File: src/rtl/alu_pkg.sv
// Shared ALU definitions: opcodes, 4-bit ALU control codes, datapath width.
// Shared with the EX-stage ALU so that the control-code table is defined in one place only.
package alu_pkg;
   localparam int XLEN = 32;

   localparam logic [6:0] OPC_OP    = 7'b0110011;
   localparam logic [6:0] OPC_OPIMM = 7'b0010011;
   localparam logic [6:0] OPC_LUI   = 7'b0110111;
   localparam logic [6:0] OPC_AUIPC = 7'b0010111;

   localparam logic [3:0] ALU_ADD  = 4'b0000;
   localparam logic [3:0] ALU_SUB  = 4'b0001;
   localparam logic [3:0] ALU_AND  = 4'b0010;
   localparam logic [3:0] ALU_OR   = 4'b0011;
   localparam logic [3:0] ALU_XOR  = 4'b0100;
   localparam logic [3:0] ALU_SLL  = 4'b0101;
   localparam logic [3:0] ALU_SRL  = 4'b0110;
   localparam logic [3:0] ALU_SRA  = 4'b0111;
   localparam logic [3:0] ALU_SLT  = 4'b1000;
   localparam logic [3:0] ALU_SLTU = 4'b1001;

   // alt selects SUB on funct3 000 and SRA on funct3 101; the caller qualifies it per opcode.
   function automatic logic [3:0] f3_ctrl(input logic [2:0] f3, input logic alt);
      case (f3)
         3'b000:  f3_ctrl = alt ? ALU_SUB : ALU_ADD;
         3'b001:  f3_ctrl = ALU_SLL;
         3'b010:  f3_ctrl = ALU_SLT;
         3'b011:  f3_ctrl = ALU_SLTU;
         3'b100:  f3_ctrl = ALU_XOR;
         3'b101:  f3_ctrl = alt ? ALU_SRA : ALU_SRL;
         3'b110:  f3_ctrl = ALU_OR;
         default: f3_ctrl = ALU_AND;
      endcase
   endfunction
endpackage

File: src/rtl/alu_issue_stage_if.sv
// ID->issue->EX handshake and operand bus for alu_issue_stage.
interface alu_issue_stage_if;
   import alu_pkg::*;
   logic            in_valid;
   logic            in_ready;
   logic [XLEN-1:0] instr;
   logic [XLEN-1:0] pc;
   logic [XLEN-1:0] rs1_data;
   logic [XLEN-1:0] rs2_data;
   logic            flush;
   logic            out_valid;
   logic            out_ready;
   logic [XLEN-1:0] alu_a;
   logic [XLEN-1:0] alu_b;
   logic [3:0]      alu_control;
   logic [4:0]      rd_addr;
   logic            rd_we;
   logic [XLEN-1:0] out_pc;
   logic            illegal;

   modport slave (
      input  in_valid, instr, pc, rs1_data, rs2_data, flush, out_ready,
      output in_ready, out_valid, alu_a, alu_b, alu_control, rd_addr, rd_we, out_pc, illegal
   );
   modport master (
      output in_valid, instr, pc, rs1_data, rs2_data, flush, out_ready,
      input  in_ready, out_valid, alu_a, alu_b, alu_control, rd_addr, rd_we, out_pc, illegal
   );
endinterface

File: src/rtl/alu_imm_gen.sv
// Combinational I-type / U-type immediate and shift-amount extraction.
module alu_imm_gen
   import alu_pkg::*;
(
   input  logic [31:12]     instr_hi_i,
   output logic [XLEN-1:0]  imm_i_o,
   output logic [XLEN-1:0]  imm_u_o,
   output logic [XLEN-1:0]  shamt_o
);
   assign imm_i_o = {{20{instr_hi_i[31]}}, instr_hi_i[31:20]};
   assign imm_u_o = {instr_hi_i[31:12], 12'b0};
   assign shamt_o = {27'b0, instr_hi_i[24:20]};
endmodule

File: src/rtl/alu_issue_stage.sv
// RV32I decode/issue register feeding the EX ALU, with valid/ready stall and flush.
// Define ALU_ILLEGAL_DET_EN to flag unsupported encodings on 'illegal'.
module alu_issue_stage
   import alu_pkg::*;
#(
   parameter int              XLEN     = 32,
   parameter logic [XLEN-1:0] RESET_PC = '0
) (
   input logic              clk,
   input logic              rst_n,
   alu_issue_stage_if.slave bus
);
   logic [XLEN-1:0] imm_i, imm_u, shamt;
   logic [6:0]      opc, f7;
   logic [2:0]      f3;
   logic [4:0]      rd;
   logic            is_shift;

   logic [XLEN-1:0] a_d, b_d, a_q, b_q, pc_q;
   logic [3:0]      ctrl_d, ctrl_q;
   logic [4:0]      rd_q;
   logic            we_d, we_q, ill_d, ill_q, vld_q;

   alu_imm_gen u_imm (
      .instr_hi_i (bus.instr[31:12]),
      .imm_i_o    (imm_i),
      .imm_u_o    (imm_u),
      .shamt_o    (shamt)
   );

   assign opc      = bus.instr[6:0];
   assign rd       = bus.instr[11:7];
   assign f3       = bus.instr[14:12];
   assign f7       = bus.instr[31:25];
   assign is_shift = (f3 == 3'b001) || (f3 == 3'b101);

   // rs1 index bits are consumed by the register file upstream, not here.
   logic unused_bits;
   assign unused_bits = ^{bus.instr[19:15], f7};

   always_comb begin
      a_d    = '0;
      b_d    = '0;
      ctrl_d = ALU_ADD;
      we_d   = 1'b0;
      ill_d  = 1'b0;
      case (opc)
         OPC_OP: begin
            a_d    = bus.rs1_data;
            b_d    = bus.rs2_data;
            ctrl_d = f3_ctrl(f3, bus.instr[30] && (f3 == 3'b000 || f3 == 3'b101));
            we_d   = 1'b1;
`ifdef ALU_ILLEGAL_DET_EN
            ill_d  = (f7 != 7'b0000000) &&
                     !(f7 == 7'b0100000 && (f3 == 3'b000 || f3 == 3'b101));
`endif
         end
         OPC_OPIMM: begin
            a_d    = bus.rs1_data;
            b_d    = is_shift ? shamt : imm_i;
            // instr[30] is immediate data except on the right shift
            ctrl_d = f3_ctrl(f3, bus.instr[30] && (f3 == 3'b101));
            we_d   = 1'b1;
`ifdef ALU_ILLEGAL_DET_EN
            ill_d  = is_shift && (f7 != 7'b0000000) &&
                     !(f3 == 3'b101 && f7 == 7'b0100000);
`endif
         end
         OPC_LUI: begin
            b_d  = imm_u;
            we_d = 1'b1;
         end
         OPC_AUIPC: begin
            a_d  = bus.pc;
            b_d  = imm_u;
            we_d = 1'b1;
         end
         default: begin
`ifdef ALU_ILLEGAL_DET_EN
            ill_d = 1'b1;
`endif
         end
      endcase
      we_d = we_d && (rd != 5'd0) && !ill_d;
   end

   assign bus.in_ready = !vld_q || bus.out_ready;

   always_ff @(posedge clk) begin
      if (!rst_n) begin
         vld_q  <= 1'b0;
         a_q    <= '0;
         b_q    <= '0;
         ctrl_q <= ALU_ADD;
         rd_q   <= '0;
         we_q   <= 1'b0;
         ill_q  <= 1'b0;
         pc_q   <= RESET_PC;
      end else if (bus.flush) begin
         vld_q  <= 1'b0;
      end else if (bus.in_valid && bus.in_ready) begin
         vld_q  <= 1'b1;
         a_q    <= a_d;
         b_q    <= b_d;
         ctrl_q <= ctrl_d;
         rd_q   <= rd;
         we_q   <= we_d;
         ill_q  <= ill_d;
         pc_q   <= bus.pc;
      end else if (bus.out_ready) begin
         vld_q  <= 1'b0;
      end
   end

   assign bus.out_valid   = vld_q;
   assign bus.alu_a       = a_q;
   assign bus.alu_b       = b_q;
   assign bus.alu_control = ctrl_q;
   assign bus.rd_addr     = rd_q;
   assign bus.rd_we       = we_q;
   assign bus.out_pc      = vld_q ? pc_q : RESET_PC;
`ifdef ALU_ILLEGAL_DET_EN
   assign bus.illegal     = ill_q;
`else
   assign bus.illegal     = 1'b0;
   logic unused_ill;
   assign unused_ill = ill_q;
`endif
endmodule

File: src/flat_wrapper.sv
// flat-port wrapper written by rule: the top's interface ports become plain ports
module alu_issue_stage_flat import alu_pkg::*;
#(
   parameter int              XLEN     = 32,
   parameter logic [XLEN-1:0] RESET_PC = '0
)
  (clk, rst_n, bus_in_valid, bus_instr, bus_pc, bus_rs1_data, bus_rs2_data, bus_flush, bus_out_ready, bus_in_ready, bus_out_valid, bus_alu_a, bus_alu_b, bus_alu_control, bus_rd_addr, bus_rd_we, bus_out_pc, bus_illegal);
  alu_issue_stage_if bus_i ();
  input logic clk;
  input logic rst_n;
  input wire logic [$bits(bus_i.in_valid)-1:0] bus_in_valid;
  input wire logic [$bits(bus_i.instr)-1:0] bus_instr;
  input wire logic [$bits(bus_i.pc)-1:0] bus_pc;
  input wire logic [$bits(bus_i.rs1_data)-1:0] bus_rs1_data;
  input wire logic [$bits(bus_i.rs2_data)-1:0] bus_rs2_data;
  input wire logic [$bits(bus_i.flush)-1:0] bus_flush;
  input wire logic [$bits(bus_i.out_ready)-1:0] bus_out_ready;
  output wire logic [$bits(bus_i.in_ready)-1:0] bus_in_ready;
  output wire logic [$bits(bus_i.out_valid)-1:0] bus_out_valid;
  output wire logic [$bits(bus_i.alu_a)-1:0] bus_alu_a;
  output wire logic [$bits(bus_i.alu_b)-1:0] bus_alu_b;
  output wire logic [$bits(bus_i.alu_control)-1:0] bus_alu_control;
  output wire logic [$bits(bus_i.rd_addr)-1:0] bus_rd_addr;
  output wire logic [$bits(bus_i.rd_we)-1:0] bus_rd_we;
  output wire logic [$bits(bus_i.out_pc)-1:0] bus_out_pc;
  output wire logic [$bits(bus_i.illegal)-1:0] bus_illegal;
  assign bus_i.in_valid = bus_in_valid;
  assign bus_i.instr = bus_instr;
  assign bus_i.pc = bus_pc;
  assign bus_i.rs1_data = bus_rs1_data;
  assign bus_i.rs2_data = bus_rs2_data;
  assign bus_i.flush = bus_flush;
  assign bus_i.out_ready = bus_out_ready;
  assign bus_in_ready = bus_i.in_ready;
  assign bus_out_valid = bus_i.out_valid;
  assign bus_alu_a = bus_i.alu_a;
  assign bus_alu_b = bus_i.alu_b;
  assign bus_alu_control = bus_i.alu_control;
  assign bus_rd_addr = bus_i.rd_addr;
  assign bus_rd_we = bus_i.rd_we;
  assign bus_out_pc = bus_i.out_pc;
  assign bus_illegal = bus_i.illegal;
  alu_issue_stage #(.XLEN(XLEN), .RESET_PC(RESET_PC)) u_core (.clk(clk), .rst_n(rst_n), .bus(bus_i));
endmodule
File: config.mk
export PLATFORM = sky130hd
export DESIGN_NAME = alu_issue_stage_flat
export DESIGN_NICKNAME = d
export VERILOG_FILES = /design/src/rtl/alu_pkg.sv /design/src/rtl/alu_issue_stage_if.sv /design/src/rtl/alu_imm_gen.sv /design/src/rtl/alu_issue_stage.sv /design/src/flat_wrapper.sv
export SDC_FILE = /design/constraint.sdc
export NUM_CORES = 1
export LEC_CHECK = 0
export ABC_AREA = 1
export ABC_CLOCK_PERIOD_IN_PS = 1900
export CORE_AREA = 2 2 117 119
export CTS_CLUSTER_SIZE = 40
export DETAILED_ROUTE_END_ITERATION = 10
export DIE_AREA = 0 0 119 121
export PLACE_DENSITY = 0.87
export SKIP_CTS_REPAIR_TIMING = 1
export SLEW_MARGIN = 20
export SYNTH_ARGS = -nofsm -noshare
export SYNTH_HDL_FRONTEND = slang
export SYNTH_SLANG_ARGS = --single-unit
File: constraint.sdc
create_clock -name clk -period 1.9 [get_ports clk]
set_input_delay 0.285 -clock clk [delete_from_list [all_inputs] [get_ports clk]]
set_output_delay 0.285 -clock clk [all_outputs]
set_load 0.02 [all_outputs]
---- Word level (Yosys, flattened, before mapping) ----
Cells that the tools add are included.
Widths: inputs -> output; s select.
storage, ports and cells
  register bits after elaboration ......... 107
  input bits .............................. 133
  word-level logic and storage cells ...... 49
cells by class
  bitwise logic cells ..................... 2
  reductions and logical operators ........ 16
  equal/unequal tests ..................... 10
  mux-type cells .......................... 14
operators with widths
  cell                number
  $pmux 32 s3         1
  $mux 32             2
  $pmux 32 s2         1
  $pmux 4 s7          2
  $eq 7x5->1 const B  2
  $eq 7x6->1 const B  2
  $eq 3x3->1 const B  3
  $pmux 4 s2          1
  $mux 1              7
  $eq 3x2->1 const B  2
  $reduce_or 2->1     3
  $reduce_bool 5->1   1
  $logic_and 1x1->1   4
  $reduce_or 4->1     1
  $eq 3x1->1 const B  1
  $logic_not 3->1     1
  $logic_or 1x1->1    3
  $not 1->1           2
  $reduce_and 2->1    1
  $reduce_bool 2->1   1
  $logic_not 1->1     1

---- Logic depth before layout (Yosys ltp) ----
Gate-level depths: netlist of run 1.
  word-level depth ........................ 6
  depth in mapped cells ................... 10
  depth with buffers taken out ............ 8

---- Modules after synthesis ----
From an unflattened synthesis of run 1, not the netlist that was laid out.
unflattened totals
  cell total of the unflattened synthesis .. 1,057
  area, all modules ....................... 6,615.1 µm²
modules (own cells, without submodules)
  module           area each (µm²)  seq. area each (µm²)  cells an instance  times used
  alu_issue_stage  5,890.6          2,142.1               960                1
  alu_imm_gen      724.4            0.0                   97                 1

---- Least setup slack after synthesis of run 1 ----
OpenSTA, ideal clock, no wires.
  path type ............................... register to register
  start ................................... register u_core.vld_q (netlist: u_core.bus.out_valid)
  end ..................................... register u_core.b_q[30] (netlist: u_core.bus.alu_b[30])
  cell stages (with the launch flop) ...... 10
  path buffers ............................ 3
  period minus slack after synthesis ...... 1,574 ps
  path slack .............................. 326 ps
  library setup time ...................... 132 ps
  data arrival time ....................... 1,442 ps
  required time ........................... 1,768 ps
  path through ............................ dfxtp_1 -> buf_2 -> inv_2 -> or2_4 -> nand2_4 -> inv_2 -> buf_6 -> buf_2 -> nand2_1 -> a21oi_1
on the way
  word-level cells in the longest chain between the ends .. 4
ends and longest elaborated chain
  item                               RTL line                source
  start: declaration                 alu_issue_stage.sv:22   logic we_d, we_q, ill_d, ill_q, vld_q;
  start signal: assignment           alu_issue_stage.sv:91   vld_q <= 1'b0;
  start signal: assignment           alu_issue_stage.sv:100  vld_q <= 1'b0;
  start signal: assignment           alu_issue_stage.sv:102  vld_q <= 1'b1;
  $logic_not 1->1                    alu_issue_stage.sv:87   assign bus.in_ready = !vld_q || bus.out_ready;
  $logic_or 1x1->1                   alu_issue_stage.sv:87
  net bus_in_ready                   flat_wrapper.sv:18      output wire logic [$bits(bus_i.in_ready)-1:0] bus_in_ready;
  $logic_and 1x1->1                  alu_issue_stage.sv:101  end else if (bus.in_valid && bus.in_ready) begin
  $reduce_and 2->1 (no source line)  --
  end signal: assignment             alu_issue_stage.sv:93   b_q <= '0;
  end signal: assignment             alu_issue_stage.sv:104  b_q <= b_d;
  end: declaration                   alu_issue_stage.sv:19   logic [XLEN-1:0] a_d, b_d, a_q, b_q, pc_q;
The timed path passes the listed nets, and every way through them passes these cells.
A chain may end at the register's enable or synchronous reset.

---- Worst setup path after layout of run 1 ----
  start ................................... register u_core.vld_q (netlist: u_core.bus.out_valid)
  end ..................................... output port bus_in_ready
on the way
  word-level cells in the longest chain between the ends .. 2
ends and longest elaborated chain
  item              RTL line
  $logic_not 1->1   alu_issue_stage.sv:87
  $logic_or 1x1->1  alu_issue_stage.sv:87
  end: declaration  flat_wrapper.sv:18
No other way between the ends.

==> results of run 1 <==
flip-flops by register name, summed over array words and instances, names as in the netlist:
name / count
u_core.bus.alu_a: 32
u_core.bus.alu_b: 32
u_core.bus.alu_control: 4
u_core.bus.out_valid: 1
u_core.bus.rd_addr: 5
u_core.bus.rd_we: 1
u_core.pc_q: 32
tightest hold or removal path: cells and delay by family, from the launching register on:
kind             cells  cell delay, ns
flip-flops           1            0.31
AND/OR/NAND/NOR      1            0.06
AO/OA/AOI/OAI        1            0.05
cell type report:
cell class	count	area, um^2
flip-flops and latches	107	2140
clock inverters	3	65.1
multi-input cells	576	2490
clock buffers	10	239
repair buffers	267	2820
fillers	1129	4910
well taps	176	220
inverters	51	194
path summary, 6_finish.rpt:
path	start	endpoint	slack [ns]	cells after the start
setup / recovery	u_core.bus.out_valid$_SDFFE_PP0P_	bus_in_ready	0.07	3
hold / removal	u_core.bus.alu_b[3]$_SDFFE_PN0P_	u_core.bus.alu_b[3]$_SDFFE_PN0P_	0.46	2
setup reg to reg	u_core.bus.out_valid$_SDFFE_PP0P_	u_core.bus.alu_a[16]$_SDFFE_PN0P_	0.31	7
hold reg to reg	u_core.bus.alu_b[3]$_SDFFE_PN0P_	u_core.bus.alu_b[3]$_SDFFE_PN0P_	0.46	2
where the power goes:
group	internal [uW]	leakage, uW	switching (uW)
clock	1170	0.000150	820
combinational	389	0.00290	346
sequential	2290	0.000868	26.0
metal layers:
layer / up-vias / global-route usage [%]
met4: 0 / 11.8
li1: 2939 / -
met2: 266 / 40.0
met1: 2662 / 27.8
met3: 40 / 5.17
met5: - / 0
metrics by stage:
step	worst slack [ns]	util [%]
6_report	0.0677	62.5
5_1_grt	0.0145	62.5
4_1_cts	-0.151	61.9
3_5_place_dp	-0.00543	59.6
3_3_place_gp	0.0521	59.6
2_1_floorplan	0.326	-
logic make-up (layout without fill, tap and decap cells):
| kind of cell | Yosys count | in the layout | synth area share, % |
|---|---|---|---|
| compound gates | 120 | 120 | 12.2 |
| flops | 107 | 107 | 41.8 |
| simple gates | 455 | 455 | 36.4 |
| other cells | 1 | 1 | 0.0732 |
| buf+inv | 108 | 331 | 9.55 |
synthesized netlist by cell type, drive strengths merged:
cell type,instances
or2,1
clkbuf,19
buf,38
conb,1
nand4,3
nor2,28
o21ai,18
a21boi,1
a21oi,100
nand2,338
a211oi,1
dfxtp,107
inv,51
nand3,84
nor3,1
==> impl_summary.md, run 1 <==
Route
In the detailed route, the total length drawn on met3 is 1260 um. Dividing the detail-routed via count by the number of cells gives 4.96. The detailed router put a total of 6940 um of wire on met1. The routed design uses 8420 um of met2 wire.

The starting DRC count in detailed routing is 505. The first-pass iteration count of the detailed router is 5. The total detailed-routing wirelength is 17200 um.

The highest metal layer carrying signal wires in the routed design is met4. The number of vias in the routed layout is 5907. The routed wire length per instance is 14.5 um. The number of antenna-violating nets in the routed design is 0. The DRC violations left is 0.

STA
The final worst hold slack is 0.464 ns. The total negative setup slack is 0 ns. The final-report hold violation count is 0. Based on the critical path, the design can be clocked at up to 546 MHz. The final clock period utilization by the worst path is 96.4%. Setup repair after global routing left no endpoint under its margin.

The final-report setup violation count is 0. The worst clock skew on the final layout is 0.00302 ns. The minimum clock period after layout is 1.83 ns. The total count of max-transition violations in the final report was 0.

Pwr
The worst voltage drop across the vdd grid is 0.336 mV. The overall power after layout is 5040 uW. For this design the static power due to leakage is 0.00392 uW. In this run the power density over the cells is 617 mW/mm^2.

Synthesis
Synthesis produced 791 cells. The cell accounting for the most synthesized area is sky130_fd_sc_hd__dfxtp_1. The share of the Yosys chip area taken by registers is 41.8%.

The net count after synthesis is 924. For this run, the number of Yosys warnings is 0. The area fraction of the dominant cell type after synthesis is 41.8%. The area of the mapped netlist is 0.00512 mm^2. Counting flops and latches in the post-synthesis netlist gives 107. The number of distinct standard cells referenced by the synthesized netlist is 25.

The synthesized area divided by synthesized cell count is 6.48 um^2. By area the synthesized netlist is led by sky130_fd_sc_hd__dfxtp_1 (42%), sky130_fd_sc_hd__nand2_1 (25%), sky130_fd_sc_hd__a21oi_1 (9.3%).

Min path
The classification of the worst-slack hold path is reg2reg.

Status
The run finished with clean final reports.

Setup path
Data arrives at the worst endpoint at 1.55 ns. Grouping stages by cell kind, the critical path spends the most delay in buffers and inverters. The maximum fanout along the worst path is 3. The worst setup path category is reg2out. The buffering stage count on the worst path with inverters included is 2. The critical-path cell with the highest stage delay is sky130_fd_sc_hd__clkdlybuf4s50_1.

The worst setup path is captured at an output port. The kind of launch point of the worst setup path is a flip-flop. In this design, the stage delay of the slowest critical-path cell is 0.55 ns. Data on the critical path is required at its endpoint by 1.62 ns. Traced cell by cell, the critical path runs through inv_2 > or2_4 > clkdlybuf4s50_1.

Clocking
The TritonCTS clock tree is built. The clock tree synthesis step divided the H-tree into 3 levels. In this run the deepest clock path goes through 2 buffers. In this run, CTS created clock tree buffers numbering 9. The tree is rooted in a sky130_fd_sc_hd__clkbuf_16. The sink count of the clock tree is 107. After clock tree synthesis, the clock-pin slew on the worst setup and hold paths is 0.07 ns. Clock latency on the worst-skew pair, taken at its later pin, is 0.34 ns.

Floorplan
242 I/O pins were placed. The floorplan die area is 0.0144 mm^2. The floorplan has 42 rows. Once the floorplan was initialized, standard cells occupied 39.2% of the core. The height of the die is 121 um. In this run the horizontal extent of the chip is 119 um. The placeable core region is 0.0131 mm^2.

Placement
The wire-length estimate of the detail-placed layout is 12300 um. Counting tap cells, the placed design contains a total of 1177 instances. The cell area after placement is 0.00779 mm^2. The count of buffers from port buffering is 240. The weighted congestion at the end of routability-driven global placement is 0.889.

GRT
The first global-routing pass estimated 27100 um of wire. Across every metal layer, demand over resource in global routing totals 23.4%. The total grt overflow is 0. The number of global-route vias before repair is 5488.

The number of antenna violations at the first check in global routing is 0. Entering global routing, the biggest net connects 59 pins.

Cells and area
The final antenna diode count is 0. The number of cells in the finished layout apart from fillers is 1190. In the final layout, the share of cells above drive strength 1 is 6.02%. After routing the design area is 0.00818 mm^2. Leaving out fill and tap cells, the most frequent cell in the layout is sky130_fd_sc_hd__nand2_1. At the end of the flow, the number of nets in the layout was 1145.

The library cells used most frequently in the layout, excluding fill and tap cells, are sky130_fd_sc_hd__nand2_1 (336), sky130_fd_sc_hd__clkdlybuf4s50_1 (208), sky130_fd_sc_hd__dfxtp_1 (106), sky130_fd_sc_hd__a21oi_1 (95), sky130_fd_sc_hd__nand3_1 (84). The layout overhead on the synthesized area is 59.6%.

Run
The tool flagged a number of max-cap violations equal to 0.
No activity file was read; power rests on OpenSTA's default activity.
==> run 2: changes to the inputs <==
--- a/config.mk
+++ b/config.mk
@@ -7,10 +7,10 @@
 export LEC_CHECK = 0
 export ABC_AREA = 1
 export ABC_CLOCK_PERIOD_IN_PS = 1900
-export CORE_AREA = 2 2 117 119
+export CORE_AREA = 4 4 119 121
 export CTS_CLUSTER_SIZE = 40
 export DETAILED_ROUTE_END_ITERATION = 10
-export DIE_AREA = 0 0 119 121
+export DIE_AREA = 0 0 123 125
 export PLACE_DENSITY = 0.87
 export SKIP_CTS_REPAIR_TIMING = 1
 export SLEW_MARGIN = 20
==> impl_summary.md, run 2 (synthesis results as in run 1) <==
Setup path
The capturing point of the worst reg2reg path is u_core.bus.alu_a[2]$_SDFFE_PN0P_ (was u_core.bus.alu_a[16]$_SDFFE_PN0P_). The register-to-register setup slack is 0.30 ns (was 0.31 ns). The stage delay of the slowest cell on the critical path is 0.54 ns (was 0.55 ns). The startpoint of the lowest-slack register-to-register path is u_core.bus.out_valid$_SDFFE_PP0P_ (unchanged).

The buffering stage count on the worst path with inverters included came to 2 (unchanged). The maximum fanout along the worst path is 3 (unchanged). The critical-path cell with the highest stage delay is sky130_fd_sc_hd__clkdlybuf4s50_1 (unchanged). The required time at the endpoint of the critical path is 1.62 ns (about the same). The kind of launch point of the worst setup path is a flip-flop (unchanged). The worst setup path category is reg2out (unchanged). The number of cells on the worst reg-to-reg path came to 9 (was 7). Cell Chain, Critical Path: inv_2 > or2_4 > clkdlybuf4s50_1 (unchanged). The critical path's top delay family is buffers and inverters (unchanged).

The capturing element type of the critical path is an output port (unchanged). The signal arrival time at the worst endpoint came to 1.57 ns (was 1.55 ns).

STA
The total count of max-transition violations in the final report came to 0 (unchanged). Unrepaired setup endpoints after global routing: false (unchanged). The final worst hold slack is 0.463 ns (was 0.464 ns).

The final clock period utilization by the worst path is 97.8% (was 96.4%). The worst clock skew on the final layout was 0.00683 ns (was 0.00302 ns). The minimum clock period after layout was 1.86 ns (was 1.83 ns).

The slack of the critical path is 0.0411 ns (was 0.0677 ns). The final-report hold violation count is 0 (unchanged). The highest clock frequency the design can meet is 538 MHz (was 546 MHz). The final-report setup violation count is 0 (unchanged).

Placement
The post-detailed-placement half-perimeter wirelength came to 12600 um (was 12300 um). The minimum setup slack after placement is -0.0335 ns (was -0.00543 ns). The weighted congestion at the end of routability-driven global placement is 0.882 (was 0.889). The count of buffers from port buffering is 240 (unchanged).

Pwr
The cell-internal power is 3780 uW (was 3850 uW). The power density over cell area was 614 mW/mm^2 (was 617 mW/mm^2). The leakage power is 0.00393 uW (was 0.00392 uW). The combinational share of power was 14.6% (about the same). The switching share of power came to 24.7% (was 23.7%). The sequential group share of total power is 46.2% (was 46.0%). The overall power after layout came to 5020 uW (was 5040 uW). The part of the power in the clock network is 39.2% (was 39.4%). The worst voltage drop across the vdd grid was 0.436 mV (was 0.336 mV). The reported net switching power is 1240 uW (was 1190 uW).

Status
Status: finished, final reports clean (unchanged).

Cells and area
The count of fill cells added during filler insertion was 1113 (was 1129). The total number of nets in the final design is 1145 (unchanged). The final antenna diode count was 0 (unchanged). The final cell utilization of the core was 62.5% (about the same).

The leading cell type in the layout, fill and taps excluded is sky130_fd_sc_hd__nand2_1 (unchanged). The layout overhead on the synthesized area was 59.5% (was 59.6%). The fraction of final layout cells with drive strength greater than 1 came to 6.19% (was 6.02%).

Highest-count cells in the layout ignoring fill and taps: sky130_fd_sc_hd__nand2_1 (336), sky130_fd_sc_hd__clkdlybuf4s50_1 (207), sky130_fd_sc_hd__dfxtp_1 (107), sky130_fd_sc_hd__a21oi_1 (95), sky130_fd_sc_hd__nand3_1 (84) (was sky130_fd_sc_hd__nand2_1 (336), sky130_fd_sc_hd__clkdlybuf4s50_1 (208), sky130_fd_sc_hd__dfxtp_1 (106), sky130_fd_sc_hd__a21oi_1 (95), sky130_fd_sc_hd__nand3_1 (84)).

Floorplan
The height of the die is 125 um (was 121 um). The initial standard-cell utilization of the core is 39.2% (unchanged). The floorplan die area is 0.0154 mm^2 (was 0.0144 mm^2). The placeable core region is 0.0131 mm^2 (unchanged). The row count is 42 (unchanged). The die extent in x was 123 um (was 119 um).

The number of ports placed on the die boundary is 242 (unchanged).

Route
The DRC violations left is 0 (unchanged). The total detailed-routing wirelength is 17700 um (was 17200 um). The number of antenna-violating nets in the routed design is 0 (unchanged). The number of vias in the routed layout is 5810 (was 5907). The via density per instance is 4.87 (was 4.96). The starting DRC count in detailed routing is 432 (was 505). The routed wire length per instance is 14.8 um (was 14.5 um).

The first-pass iteration count of the detailed router was 7 (was 5).

Clocking
The largest buffer count on any clock path came to 2 (unchanged). The deepest level of the CTS H-tree is 3 (unchanged). The root buffer selected by CTS is sky130_fd_sc_hd__clkbuf_16 (unchanged).

The number of buffers created by CTS is 9 (unchanged). The clock edge transition at the registers on the reported setup and hold paths is 0.07 ns (about the same). The worst-skew pair later-pin latency is 0.35 ns (was 0.34 ns). The TritonCTS clock tree is built (unchanged). The sink count of the clock tree came to 107 (unchanged).

GRT
The total grt overflow was 0 (unchanged). The first-pass GRT wire length is 27300 um (was 27100 um). The global routing usage summed across all routing layers is 22.1% (was 23.4%). The number of global-route vias before repair is 5513 (was 5488).

The pin count of the biggest net entering global routing came to 61 (was 59). The number of antenna violations at the first check in global routing is 0 (unchanged).

Min path
The worst hold endpoint is u_core.bus.alu_a[10]$_SDFFE_PN0P_ (was u_core.bus.alu_b[3]$_SDFFE_PN0P_). The classification of the worst-slack hold path is reg2reg (unchanged). The start point of the worst min-delay path is u_core.bus.alu_a[10]$_SDFFE_PN0P_ (was u_core.bus.alu_b[3]$_SDFFE_PN0P_). The number of cells on the worst hold path is 2 (unchanged).

Run
The reported max-cap violation count is 0 (unchanged).
==> run 2: worst register-to-register path, cell delays in order (launching register included) <==
cell	delay (ns)
sky130_fd_sc_hd__dfxtp_1	0.40
sky130_fd_sc_hd__inv_2	0.04
sky130_fd_sc_hd__or2_4	0.25
sky130_fd_sc_hd__nand2_4	0.09
sky130_fd_sc_hd__clkinv_2	0.22
sky130_fd_sc_hd__buf_12	0.26
sky130_fd_sc_hd__nor2_1	0.11
sky130_fd_sc_hd__nor2_1	0.04
sky130_fd_sc_hd__nand2_1	0.07
sky130_fd_sc_hd__inv_1	0.03
==> run 2: area by class of cell <==
class	count	area, um^2	area share, %
clock buffer	11	253	3.09
clock inverter	5	60.1	0.735
inverter	51	193	2.36
multi-input combinational	576	2490	30.5
sequential	107	2140	26.2
tap	176	220	2.69
timing repair buffer	267	2810	34.4
==> run 2: worst max path at each step <==
stage / cells after the start / from / to
after floorplan: 9 / u_core.bus.out_valid$_SDFFE_PP0P_ / u_core.bus.alu_b[30]$_SDFFE_PN0P_
after global placement: 9 / bus_out_ready / u_core.bus.alu_a[2]$_SDFFE_PN0P_
after detailed placement: 8 / bus_instr[1] / u_core.bus.alu_b[28]$_SDFFE_PN0P_
after CTS: 4 / u_core.bus.out_valid$_SDFFE_PP0P_ / bus_out_pc[11]
after global routing: 3 / u_core.bus.out_valid$_SDFFE_PP0P_ / bus_in_ready
final: 3 / u_core.bus.out_valid$_SDFFE_PP0P_ / bus_in_ready
==> run 2: metrics by stage <==
stage / cells / setup TNS, ns / area [um^2]
floorplan: 791 / 0 / 5120
global placement: 1177 / 0 / 7780
detailed placement: 1177 / -0.200 / 7780
CTS: 1193 / -3.46 / 8090
global route: 1193 / 0 / 8170
finish: 1193 / 0 / 8170
==> run 2: power by group through the flow <==
stage	logic [uW]	clock network (uW)	registers (uW)
after global placement	728	0	2370
after detailed placement	731	0	2370
after CTS	736	2010	2320
after floorplan	267	0	2390
after global routing	792	2100	2320
final	735	1970	2320
==> run 2: metal layers <==
metal  part of all wire [%]  routed length, um  GRT usage (%)
met2                     49               8660           37.1
met5                      0                  0              0
met3                    8.4               1490           5.69
met1                     40               7080           26.8
met4                    2.7                476           8.73
==> run 3: changes to the inputs <==
--- a/config.mk
+++ b/config.mk
@@ -7,11 +7,12 @@
 export LEC_CHECK = 0
 export ABC_AREA = 1
 export ABC_CLOCK_PERIOD_IN_PS = 1900
-export CORE_AREA = 4 4 119 121
+export CORE_AREA = 4 4 117 119
+export CTS_CLUSTER_DIAMETER = 150
 export CTS_CLUSTER_SIZE = 40
 export DETAILED_ROUTE_END_ITERATION = 10
-export DIE_AREA = 0 0 123 125
-export PLACE_DENSITY = 0.87
+export DIE_AREA = 0 0 121 123
+export PLACE_DENSITY = 0.89
 export SKIP_CTS_REPAIR_TIMING = 1
 export SLEW_MARGIN = 20
 export SYNTH_ARGS = -nofsm -noshare
==> impl_summary.md, run 3 (synthesis results as in run 1) <==
GRT
The number of global-route vias before repair is 5565 (was 5513). The first-pass GRT wire length is 27100 um (was 27300 um). The met2 layer usage reported by global route is 39.9% (was 37.1%). The layer carrying the most global-route usage is met2 (unchanged). The met1 global-route usage came to 26.2% (was 26.8%).

The global routing usage summed across all routing layers came to 22.7% (was 22.1%). The total grt overflow is 0 (unchanged). The met3 capacity usage during global routing is 6.31% (was 5.69%). The number of antenna violations at the first check in global routing was 0 (unchanged).

The pin count of the biggest net entering global routing is 52 (was 61).

Setup path
The critical-path cell with the highest stage delay is sky130_fd_sc_hd__clkdlybuf4s50_1 (unchanged). The worst setup path category was in2reg (was reg2out). The register-to-register setup slack is 0.31 ns (was 0.30 ns). Cell Chain, Critical Path: clkdlybuf4s50_1 > nand2_1 > nor2_2 > buf_12 > nand2_1 > o21ai_0 > nand2_1 > a21oi_1 (was inv_2 > or2_4 > clkdlybuf4s50_1). The required time at the endpoint of the critical path is 2.18 ns (was 1.62 ns).

The capturing element type of the critical path was a flip-flop (was output port). The capturing point of the worst reg2reg path is u_core.bus.alu_a[2]$_SDFFE_PN0P_ (unchanged). The number of cells on the worst reg-to-reg path is 9 (unchanged).

The library cell appearing most often on the critical path is sky130_fd_sc_hd__nand2_1. The stage delay of the slowest cell on the critical path came to 0.48 ns (was 0.54 ns). The signal arrival time at the worst endpoint is 1.97 ns (was 1.57 ns).

The kind of launch point of the worst setup path is a primary input (was flip-flop). The buffering stage count on the worst path with inverters included was 2 (unchanged). The startpoint of the lowest-slack register-to-register path is u_core.bus.out_valid$_SDFFE_PP0P_ (unchanged).

The critical path's top delay family is buffers and inverters (unchanged). The maximum fanout along the worst path was 24 (was 3).

Floorplan
The floorplan die area is 0.0149 mm^2 (was 0.0154 mm^2). The die extent in x is 121 um (was 123 um). The height of the die is 123 um (was 125 um). The placeable core region is 0.0126 mm^2 (was 0.0131 mm^2).

The row count is 41 (was 42). The initial standard-cell utilization of the core is 40.8% (was 39.2%). The number of ports placed on the die boundary is 242 (unchanged).

Clocking
The largest buffer count on any clock path is 2 (unchanged). The sink count of the clock tree is 107 (unchanged). The TritonCTS clock tree is built (unchanged). The number of buffers created by CTS came to 9 (unchanged).

The root buffer selected by CTS is sky130_fd_sc_hd__clkbuf_16 (unchanged). The clock edge transition at the registers on the reported setup and hold paths is 0.07 ns (about the same). The worst-skew pair later-pin latency is 0.35 ns (about the same).

The deepest level of the CTS H-tree is 3 (unchanged).

Cells and area
The fraction of final layout cells with drive strength greater than 1 is 5.92% (was 6.19%). The final antenna diode count came to 0 (unchanged). The total number of nets in the final design is 1141 (was 1145). The leading cell type in the layout, fill and taps excluded is sky130_fd_sc_hd__nand2_1 (unchanged). The layout overhead on the synthesized area was 59.3% (was 59.5%). Highest-count cells in the layout ignoring fill and taps: sky130_fd_sc_hd__nand2_1 (336), sky130_fd_sc_hd__clkdlybuf4s50_1 (207), sky130_fd_sc_hd__dfxtp_1 (106), sky130_fd_sc_hd__a21oi_1 (95), sky130_fd_sc_hd__nand3_1 (84) (was sky130_fd_sc_hd__nand2_1 (336), sky130_fd_sc_hd__clkdlybuf4s50_1 (207), sky130_fd_sc_hd__dfxtp_1 (107), sky130_fd_sc_hd__a21oi_1 (95), sky130_fd_sc_hd__nand3_1 (84)).

STA
The minimum clock period after layout was 1.69 ns (was 1.86 ns). The slack of the critical path was 0.212 ns (was 0.0411 ns). The final-report setup violation count is 0 (unchanged). The highest clock frequency the design can meet is 593 MHz (was 538 MHz). The total count of max-transition violations in the final report is 0 (unchanged). The final clock period utilization by the worst path is 88.8% (was 97.8%). The worst clock skew on the final layout is 0.00383 ns (was 0.00683 ns). The final worst hold slack is 0.464 ns (was 0.463 ns). Unrepaired setup endpoints after global routing: false (unchanged). The final-report hold violation count is 0 (unchanged).

Pwr
The worst voltage drop across the vdd grid is 0.390 mV (was 0.436 mV). The power density over cell area was 596 mW/mm^2 (was 614 mW/mm^2). The leakage power is 0.00390 uW (was 0.00393 uW).

Route
The number of vias in the routed layout was 5946 (was 5810). The via density per instance is 5.02 (was 4.87). The total detailed-routing wirelength is 17700 um (about the same). The number of antenna-violating nets in the routed design is 0 (unchanged). The routed wire length per instance is 15.0 um (was 14.8 um).

The starting DRC count in detailed routing was 481 (was 432). The first-pass iteration count of the detailed router is 6 (was 7). The DRC violations left is 0 (unchanged).

Min path
The number of cells on the worst hold path is 2 (unchanged). The worst hold endpoint is u_core.bus.alu_a[10]$_SDFFE_PN0P_ (unchanged). The start point of the worst min-delay path is u_core.bus.alu_a[10]$_SDFFE_PN0P_ (unchanged). The classification of the worst-slack hold path was reg2reg (unchanged).

Status
Status: finished, final reports clean (unchanged).

Placement
The minimum setup slack after placement was -0.104 ns (was -0.0335 ns). The post-detailed-placement half-perimeter wirelength was 13000 um (was 12600 um). The weighted congestion at the end of routability-driven global placement is 0.897 (was 0.882). The count of buffers from port buffering came to 240 (unchanged).

Run
The reported max-cap violation count came to 0 (unchanged).
## run 3: cell count changes in the layout (fill, tap and decap cells not counted), moves of 2 or more
cell	delta
sky130_fd_sc_hd__clkinvlp_4	+2
sky130_fd_sc_hd__buf_4	-8
sky130_fd_sc_hd__clkbuf_8	-2
sky130_fd_sc_hd__buf_12	+4
## run 3: worst max-delay path by stage
stage                                           start                           endpoint  depth (start not counted)
floorplan           u_core.bus.out_valid$_SDFFE_PP0P_  u_core.bus.alu_b[30]$_SDFFE_PN0P_                          9
global placement                         bus_instr[2]  u_core.bus.alu_a[24]$_SDFFE_PN0P_                          8
detailed placement                       bus_instr[1]   u_core.bus.alu_b[7]$_SDFFE_PN0P_                          8
CTS                 u_core.bus.out_valid$_SDFFE_PP0P_                     bus_out_pc[27]                          4
global route                             bus_instr[1]   u_core.bus.alu_b[7]$_SDFFE_PN0P_                          8
finish                                   bus_instr[0]   u_core.bus.alu_b[7]$_SDFFE_PN0P_                          8
## run 3: power breakdown
part | internal (uW) | switching [uW] | leakage (uW)
clock | 911 | 895 | 0.000131
sequential | 2290 | 27.0 | 0.000868
combinational | 390 | 347 | 0.00290
## run 3: per-stage QoR
step	instances	utilization (%)	total power (uW)	area, um^2	TNS [ns]
final	1185	64.9	4860	8160	0
after global routing	1185	64.9	5060	8160	0
after CTS	1185	64.3	4910	8080	-5.01
after detailed placement	1169	62.0	3100	7790	-0.544
after global placement	1169	62.0	3100	7790	0
after floorplan	791	-	2650	5120	0
## run 3: worst reg2reg max path, stage by stage, from the launching register on
cell and delay (ns):
sky130_fd_sc_hd__dfxtp_2 0.39, sky130_fd_sc_hd__inv_2 0.04, sky130_fd_sc_hd__or2_4 0.25, sky130_fd_sc_hd__nand2_4 0.15, sky130_fd_sc_hd__clkinv_2 0.14, sky130_fd_sc_hd__buf_12 0.19
sky130_fd_sc_hd__nor2_1 0.16, sky130_fd_sc_hd__nor2_1 0.05, sky130_fd_sc_hd__nand2_1 0.07, sky130_fd_sc_hd__inv_1 0.05
## run 3: layout make-up
class / count / area (um^2)
well taps: 172 / 215
flip-flops and latches: 107 / 2140
clock inverters: 7 / 60.1
fillers: 1103 / 4410
inverters: 51 / 193
clock buffers: 9 / 225
multi-input cells: 576 / 2490
repair buffers: 263 / 2830
## run 3: metal layers
layer | vias to the layer above | wire [um] | share of wire (%)
met5 | - | 0 | 0
met4 | 0 | 665 | 3.8
met3 | 50 | 1560 | 8.8
met2 | 263 | 8700 | 49
met1 | 2698 | 6810 | 38
li1 | 2935 | - | -
